<file path="config.mk">
export PLATFORM = sky130hd
export DESIGN_NAME = edge_event_unit
export DESIGN_NICKNAME = d
export VERILOG_FILES = /design/src/rtl/edge_pkg.sv /design/src/rtl/edge_chan.sv /design/src/rtl/edge_event_unit.sv
export SDC_FILE = /design/constraint.sdc
export NUM_CORES = 1
export LEC_CHECK = 0
export BUFFER_PORTS_ARGS = -buffer_cell sky130_fd_sc_hd__buf_2
export CAP_MARGIN = 10
export CORE_ASPECT_RATIO = 0.9
export CORE_MARGIN = 10
export CORE_UTILIZATION = 59
export CTS_BUF_LIST = sky130_fd_sc_hd__clkbuf_16
export DETAILED_ROUTE_END_ITERATION = 8
export GPL_TIMING_DRIVEN = 0
export PLACE_DENSITY = 0.76
export SLEW_MARGIN = 20
export SYNTH_ARGS = -nofsm -noshare
export SYNTH_HDL_FRONTEND = slang
export SYNTH_SLANG_ARGS = --single-unit
</file>
<file path="constraint.sdc">
create_clock -name clk -period 1.87 [get_ports clk]
set_input_delay 0.0935 -clock clk [delete_from_list [all_inputs] [get_ports clk]]
set_output_delay 0.0935 -clock clk [all_outputs]
set_load 0.005 [all_outputs]
</file>
<file path="src/rtl/edge_pkg.sv">
// Shared types and helpers for the multi-channel edge event unit.
package edge_pkg;

  typedef enum logic [1:0] {
    EDGE_OFF  = 2'b00,
    EDGE_RISE = 2'b01,
    EDGE_FALL = 2'b10,
    EDGE_ANY  = 2'b11
  } edge_mode_e;

  // A one-channel build still needs a one-bit select port.
  function automatic int sel_width(input int width);
    return (width > 1) ? $clog2(width) : 1;
  endfunction

endpackage

</file>
<file path="src/rtl/edge_chan.sv">
// One channel of the edge event unit: synchroniser, edge qualification,
// registered pulse, sticky pending flag and saturating event counter.
module edge_chan
  import edge_pkg::*;
#(
  parameter int SYNC_STAGES = 2,
  parameter int CNT_W       = 8
) (
  input  logic             clk,
  input  logic             rst_n,
  input  logic             din,
  input  logic             warm_done,
  input  edge_mode_e       mode,
  input  logic             clr,
  input  logic             cnt_clr_hit,
  output logic             edge_pulse,
  output logic             pending,
  output logic             pending_nxt,
  output logic [CNT_W-1:0] cnt
);

  logic s;
  logic prev;
  logic rise;
  logic fall;
  logic qualified;

  generate
    if (SYNC_STAGES == 0) begin : g_nosync
      assign s = din;
    end else begin : g_sync
      logic [SYNC_STAGES-1:0] sync_q;

      always_ff @(posedge clk or negedge rst_n) begin
        if (!rst_n) begin
          sync_q <= '0;
        end else begin
          sync_q[0] <= din;
          for (int k = 1; k < SYNC_STAGES; k++) begin
            sync_q[k] <= sync_q[k-1];
          end
        end
      end

      assign s = sync_q[SYNC_STAGES-1];
    end
  endgenerate

  // Edges are suppressed until the warm-up window has flushed the reset-state zeros.
  always_comb begin
    rise      = s & ~prev;
    fall      = ~s & prev;
    qualified = 1'b0;
    if (warm_done) begin
      case (mode)
        EDGE_RISE: qualified = rise;
        EDGE_FALL: qualified = fall;
        EDGE_ANY:  qualified = rise | fall;
        default:   qualified = 1'b0;
      endcase
    end
  end

  // A new pulse outranks a same-cycle clear so no event is ever dropped.
  assign pending_nxt = (pending & ~clr) | edge_pulse;

  always_ff @(posedge clk or negedge rst_n) begin
    if (!rst_n) begin
      prev       <= 1'b0;
      edge_pulse <= 1'b0;
      pending    <= 1'b0;
      cnt        <= '0;
    end else begin
      prev       <= s;
      edge_pulse <= qualified;
      pending    <= pending_nxt;
      if (cnt_clr_hit) begin
        cnt <= edge_pulse ? CNT_W'(1) : '0;
      end else if (edge_pulse && (cnt != '1)) begin
        cnt <= cnt + CNT_W'(1);
      end
    end
  end

endmodule

</file>
<file path="src/rtl/edge_event_unit.sv">
// Multi-channel edge event unit: per-channel mode, sticky pending flags,
// saturating counters with a selectable readback and an aggregate interrupt.
module edge_event_unit
  import edge_pkg::*;
#(
  parameter  int WIDTH       = 8,
  parameter  int SYNC_STAGES = 2,
  parameter  int CNT_W       = 8,
  localparam int SEL_W       = sel_width(WIDTH)
) (
  input  logic                 clk,
  input  logic                 rst_n,
  input  logic [WIDTH-1:0]     in,
  input  logic [2*WIDTH-1:0]   mode,
  output logic [WIDTH-1:0]     edge_pulse,
  output logic [WIDTH-1:0]     pending,
  input  logic [WIDTH-1:0]     clr_pending,
  input  logic [SEL_W-1:0]     cnt_sel,
  input  logic                 cnt_clr,
  output logic [CNT_W-1:0]     cnt_val,
  output logic                 irq
);

  localparam int WARM_W = $clog2(SYNC_STAGES + 2);
  localparam logic [WARM_W-1:0] WARM_END = WARM_W'(SYNC_STAGES + 1);

  logic [WARM_W-1:0] warm_cnt;
  logic              warm_done;
  logic [WIDTH-1:0]  pending_nxt;
  logic [WIDTH-1:0]  cnt_clr_hit;
  logic [CNT_W-1:0]  cnt_arr [WIDTH];

  // Warm-up counter stops once reached and only reset can re-arm it.
  always_ff @(posedge clk or negedge rst_n) begin
    if (!rst_n) begin
      warm_cnt <= '0;
    end else if (!warm_done) begin
      warm_cnt <= warm_cnt + WARM_W'(1);
    end
  end

  assign warm_done = (warm_cnt == WARM_END);

  generate
    for (genvar i = 0; i < WIDTH; i++) begin : g_chan
      assign cnt_clr_hit[i] = cnt_clr && (cnt_sel == SEL_W'(i));

      edge_chan #(
        .SYNC_STAGES (SYNC_STAGES),
        .CNT_W       (CNT_W)
      ) u_chan (
        .clk         (clk),
        .rst_n       (rst_n),
        .din         (in[i]),
        .warm_done   (warm_done),
        .mode        (edge_mode_e'(mode[2*i +: 2])),
        .clr         (clr_pending[i]),
        .cnt_clr_hit (cnt_clr_hit[i]),
        .edge_pulse  (edge_pulse[i]),
        .pending     (pending[i]),
        .pending_nxt (pending_nxt[i]),
        .cnt         (cnt_arr[i])
      );
    end
  endgenerate

  // Out-of-range selects read as zero.
  always_comb begin
    cnt_val = '0;
    for (int i = 0; i < WIDTH; i++) begin
      if (cnt_sel == SEL_W'(i)) begin
        cnt_val = cnt_arr[i];
      end
    end
  end

  always_ff @(posedge clk or negedge rst_n) begin
    if (!rst_n) begin
      irq <= 1'b0;
    end else begin
      irq <= |pending_nxt;
    end
  end

endmodule
</file>
# Yosys cells after proc, flatten, opt, wreduce, memory -nomap -nowiden
# Index checks and enable logic that the tools add are counted.
[totals]
rom_bits = 0
mem_count = 0
ff_bits = 107
input_bits = 38
latch_bits = 0
mem_bits_rw = 0
word_cells = 229
[op_classes]
n_lt_le_gt_ge = 0
n_eq_ne = 40
mul = 0
bitwise = 64
n_div = 0
shifts = 0
reduce_logical = 26
addsub = 9
muxes = 48
[ops]
columns = ["op", "count"]
rows = [
  ["8-bit 2-to-1 mux", 24],
  ["8-bit by 1-bit adder with 8-bit output, second input constant", 8],
  ["8-bit inequality test, second input constant", 8],
  ["2-bit equality test, second input constant", 17],
  ["1-bit bitwise AND", 24],
  ["1-bit inverter", 24],
  ["1-bit case mux with 3 select lines", 8],
  ["2-bit by 1-bit equality test with 1-bit output, second input constant", 8],
  ["1-bit logical AND", 16],
  ["1-bit 2-to-1 mux", 16],
  ["1-bit bitwise OR", 16],
  ["2-bit nonzero test", 8],
  ["3-bit equality test, second input constant", 4],
  ["8-bit OR reduction", 1],
  ["3-bit by 2-bit equality test with 1-bit output, second input constant", 2],
  ["3-bit by 1-bit equality test with 1-bit output, second input constant", 1],
  ["3-bit zero test", 1],
  ["2-bit by 1-bit adder with 2-bit output, second input constant", 1],
]

# Depth between registers and ports, before layout
[depth]
depth_word = 9
depth_mapped = 6

# Hierarchy
# A second synthesis with hierarchy kept.
[hier_totals]
hier_cells = 537
area_unflattened_um2 = 5899.4
[modules_own_cells]
columns = ["mod", "seq_area_each_um2", "instances", "cells_per_inst", "area_each_um2"]
rows = [
  ["edge_chan", 325.3, 8, 59, 648.1],
  ["edge_event_unit", 75.1, 1, 65, 714.4],
]

# Worst setup path before layout
# Ideal clock, no wire load.
[synth_timing]
path_kind = "reg-to-reg"
from = "register g_chan[2].u_chan.edge_pulse"
to = "register irq"
period_less_slack_ns = 1.719
required_ns = 1.731
stages_incl_launch_ff = 5
n_path_buf = 1
t_arrival_ns = 1.581
path_slack_ns = 0.151
cell_sequence = "dfrtp_1 > buf_6 > a21o_1 > or4_1 > or4b_1"
[synth_via]
elab_chain_len = 2
[synth_rtl]
columns = ["element", "line", "rtl"]
rows = [
  ["start, declared", "edge_chan.sv:16", "output logic edge_pulse,"],
  ["start signal, assigned", "edge_chan.sv:75", "edge_pulse <= qualified;"],
  ["1-bit bitwise OR", "edge_chan.sv:65", "assign pending_nxt = (pending & ~clr) | edge_pulse;"],
  ["net g_chan[2].u_chan.pending_nxt", "edge_chan.sv:18", "output logic pending_nxt,"],
  ["8-bit OR reduction", "edge_event_unit.sv:81", "irq <= |pending_nxt;"],
  ["end signal, assigned", "edge_event_unit.sv:81", ""],
  ["end, declared", "edge_event_unit.sv:21", "output logic irq"],
]
# The timed path passes the listed nets, and every way through them passes these cells.
# A chain may end at the register's enable or synchronous reset.

# Worst setup path after layout
[layout_timing]
from = "register g_chan[1].u_chan.edge_pulse"
to = "register irq"
[layout_via]
elab_chain_len = 2
[layout_rtl]
columns = ["element", "line"]
rows = [
  ["start, declared", "edge_chan.sv:16"],
  ["start signal, assigned", "edge_chan.sv:75"],
  ["1-bit bitwise OR", "edge_chan.sv:65"],
  ["net g_chan[1].u_chan.pending_nxt", "edge_chan.sv:18"],
  ["8-bit OR reduction", "edge_event_unit.sv:81"],
]
# The timed path passes the listed nets, and every way through them passes these cells.

==> out/summary.txt <==
Syn Nets: 660
met3 Track Usage GR: 0.04306
routing usage on met2: 0.3353
Seq/Total Area, Yosys: 0.4570
Crit Path Class: flop to flop
final instance area: 6879 µm²
FF-to-FF Start: g_chan[1].u_chan.edge_pulse
Lkg Pwr: 3.249 nW
crit share post-route: 0.9987
Max stage delay on crit path: 0.54 ns
Reg2Reg Depth: 4
Synth Warn #: 0
Synth area leaders: dfrtp_1 46%, ha_1 5.3%, mux2i_1 3.9%, nor2_1 3.3%, inv_1 2.8%
Critical Path Sink Type: flop
Initial Utilization: 0.6041
Post-layout nets: 754
CP top delay family: simple AND/OR/NAND/NOR gates
first-pass GRT wire length: 23690 µm
GRT Residual Overflow: 0
max-cap violations: 0
#FFs+latches synth: 107
Die X: 125.0 µm
Final Max Tran Viols: 0
FF+latch area: 2684 µm²
FFs w/ async S/R, synth: 1.000
Root Driver: clkbuf_16
fin crit period: 1.868 ns
Worst Tran Pin Value: 0.6905 ns
via/cell ratio: 6.066
Post-Syn Area: 5859 µm²
Die ar.: 14320 µm²
H-tree depth: 3
Post-synth EDFFs: 0
vias: 4986
HPWL Detailed: 10270 µm
headroom to the max-slew limit: 0.5379
DR DRC count: 0
final wirelength: 14400 µm
initial antenna violation count: 0
Synth Instances: 597
crit path max fanout: 2
Worst Hold Launch: mode[13]
layer with the highest usage: met2
# diodes: 0
post-synth top area share: 0.4570
fin util: 0.7092
Worst R2R End: irq
hold_ws: 0.01567 ns
HP Class: input pin to flop
crit-path cells: buf_6, a21o_1, or4_4, or4b_1
IO Count: 63
Max IR drop VDD: 811.9 µV
RSZ-0062 raised after global routing: true
Mean Syn Cell Area: 9.815 µm²
clock tree buffer depth: 2
non-filler cells, final: 822
WHS Endpoint: g_chan[6].u_chan.edge_pulse
Finish-stage setup viols: 0
Setup TNS: 0 ns
WP data required: 2.10 ns
# rows: 34
routability cong.: 0.9538
met1 GRT Util: 0.2504
Antenna Nets Post-Route: 0
Cells after DPL: 786
total track usage: 0.1996
Buf/Inv on CP: 1
Avg WL per Cell: 17.52 µm
slowest cell on the critical path: or4_4
Achievable Freq: 535.4 MHz
skew final: 0.006966 ns
CTS tree: built
Area growth syn-to-layout: 17.40%
drt first pass iters: 5
number of library cell types mapped by synthesis: 54
share of layout cells above drive strength 1: 0.2026
core outline area: 9699 µm²
Power per Cell Area: 997.6 nW/µm²
Final Hold Fails: 0
Fillers: 756
Worst-Skew Late Latency: 0.35 ns
initial DRC count: 494
Placed Area: 6361 µm²
status: complete, no violations
worst path arrival time: 2.09 ns
largest net degree at the start of global routing: 81
area of the multi-input gates: 2833 µm²
worst hold path stage count: 3
number of port buffers: 62
Num CTS Buffers: 9
Die Y: 114.5 µm
Num Clock Sinks: 107
clk slew on worst S/H paths: 0.07 ns
top cell type by total area after synthesis: dfrtp_1
Primary FF master, synth: dfrtp_1
crit start category: flop
via count of the first global-routing pass: 4859
Reg2Reg Setup Slack: 0.002 ns
## metal layers
layer  part of all wire  routed length (µm)
met1               0.43                6207
met2               0.49                7119
met3              0.054                 775
met4              0.021                 297
met5                  0                   0
## logic make-up (layout without fill, tap and decap cells)
family	after synthesis	in the layout	share of synthesized area
simple gates	202	202	0.1832
compound gates	129	129	0.1459
flops	107	107	0.4570
buf+inv	83	182	0.06705
mux	34	34	0.06812
fa+ha+maj	25	25	0.05338
xor+xnor	17	17	0.02541
## worst min-delay path: cells and delay by family
kind | cells | cell delay (ns)
AO/OA/AOI/OAI | 1 | 0.05
buffers and inverters | 1 | 0.09
AND/OR/NAND/NOR | 1 | 0.09
## through the flow
| stage | power (mW) | setup WS (ns) |
|---|---|---|
| final | 6.863 | 0.002392 |
| after global routing | 7.271 | -0.04074 |
| after CTS | 6.818 | -0.008568 |
| after detailed placement | 4.960 | -0.09085 |
| after global placement | 4.848 | -0.4890 |
| after floorplan | 4.307 | 0.1506 |
## worst max path at each step
stage | slack [ns] | depth (start not counted) | from | end
after floorplan | 0.15 | 4 | g_chan[2].u_chan.edge_pulse | irq
after global placement | -0.49 | 1 | rst_n | g_chan[6].u_chan.cnt[5]
after detailed placement | -0.09 | 5 | g_chan[3].u_chan.edge_pulse | irq
after CTS | -0.009 | 5 | g_chan[2].u_chan.cnt[3] | cnt_val[3]
after global routing | -0.04 | 5 | g_chan[4].u_chan.cnt[3] | cnt_val[3]
final | 0.002 | 4 | g_chan[1].u_chan.edge_pulse | irq
## cell usage after synthesis, drive strengths merged, types with 2 or more instances
library cell	n
nand3	28
o21ai	22
and3	13
a211o	3
nor4bb	2
o2111ai	5
nand2	31
inv	45
ha	25
a2111oi	2
nor2	51
o2bb2ai	2
xnor2	8
and2	6
dfrtp	107
o211ai	5
nor3b	2
nor3	15
or4	2
mux2i	23
and3b	2
a311oi	9
xor2	9
mux4	4
a221oi	4
nand4	16
a22oi	5
a31oi	16
nand3b	4
and4	11
a21o	7
a21oi	31
clkbuf	14
a22o	4
nor2b	13
nand2b	3
buf	24
a211oi	11
mux2	7
## power by group
part           internal, mW  switching (mW)  total (mW)
Combinational         0.794           0.845        1.64
Sequential             2.77           0.660        3.43
Clock                 0.914           0.884        1.80
## layout by cell type (no fill, tap or decap), drive strengths merged, types with 16 or more instances in the layout
cell type  count
a21oi         31
inv           49
nand4         16
clkbuf        22
nor2          51
nand2         31
dfrtp        107
a31oi         16
mux2i         23
o21ai         22
buf           97
nand3         28
ha            25
## cell type report
cell class,instances,share of cell area
Multi-Input combinational cell,407,0.4118
Sequential cell,107,0.3901
Timing Repair Buffer,84,0.07694
Buffer,37,0.03292
Clock buffer,9,0.03274
Inverter,45,0.02528
Tap cell,126,0.02292
Clock inverter,7,0.007275
## sequential cells by signal (all words and copies together), names as in the netlist
register and cells:
g_chan.u_chan.cnt 64, g_chan.u_chan.prev 8, irq 1, g_chan.u_chan.g_sync.sync_q 16
warm_cnt 2, g_chan.u_chan.edge_pulse 8, g_chan.u_chan.pending 8
## repair_timing
action / 4_1_cts / 5_1_grt
pin swaps: 0 / 9
gates resized for setup: 8 / 14
setup buffers: 4 / 6
setup endpoints to repair: 4 / 13
hold buffers: 11 / 0
endpoints found under the hold margin: 71 / 0
(Power assumes the default switching activity.)
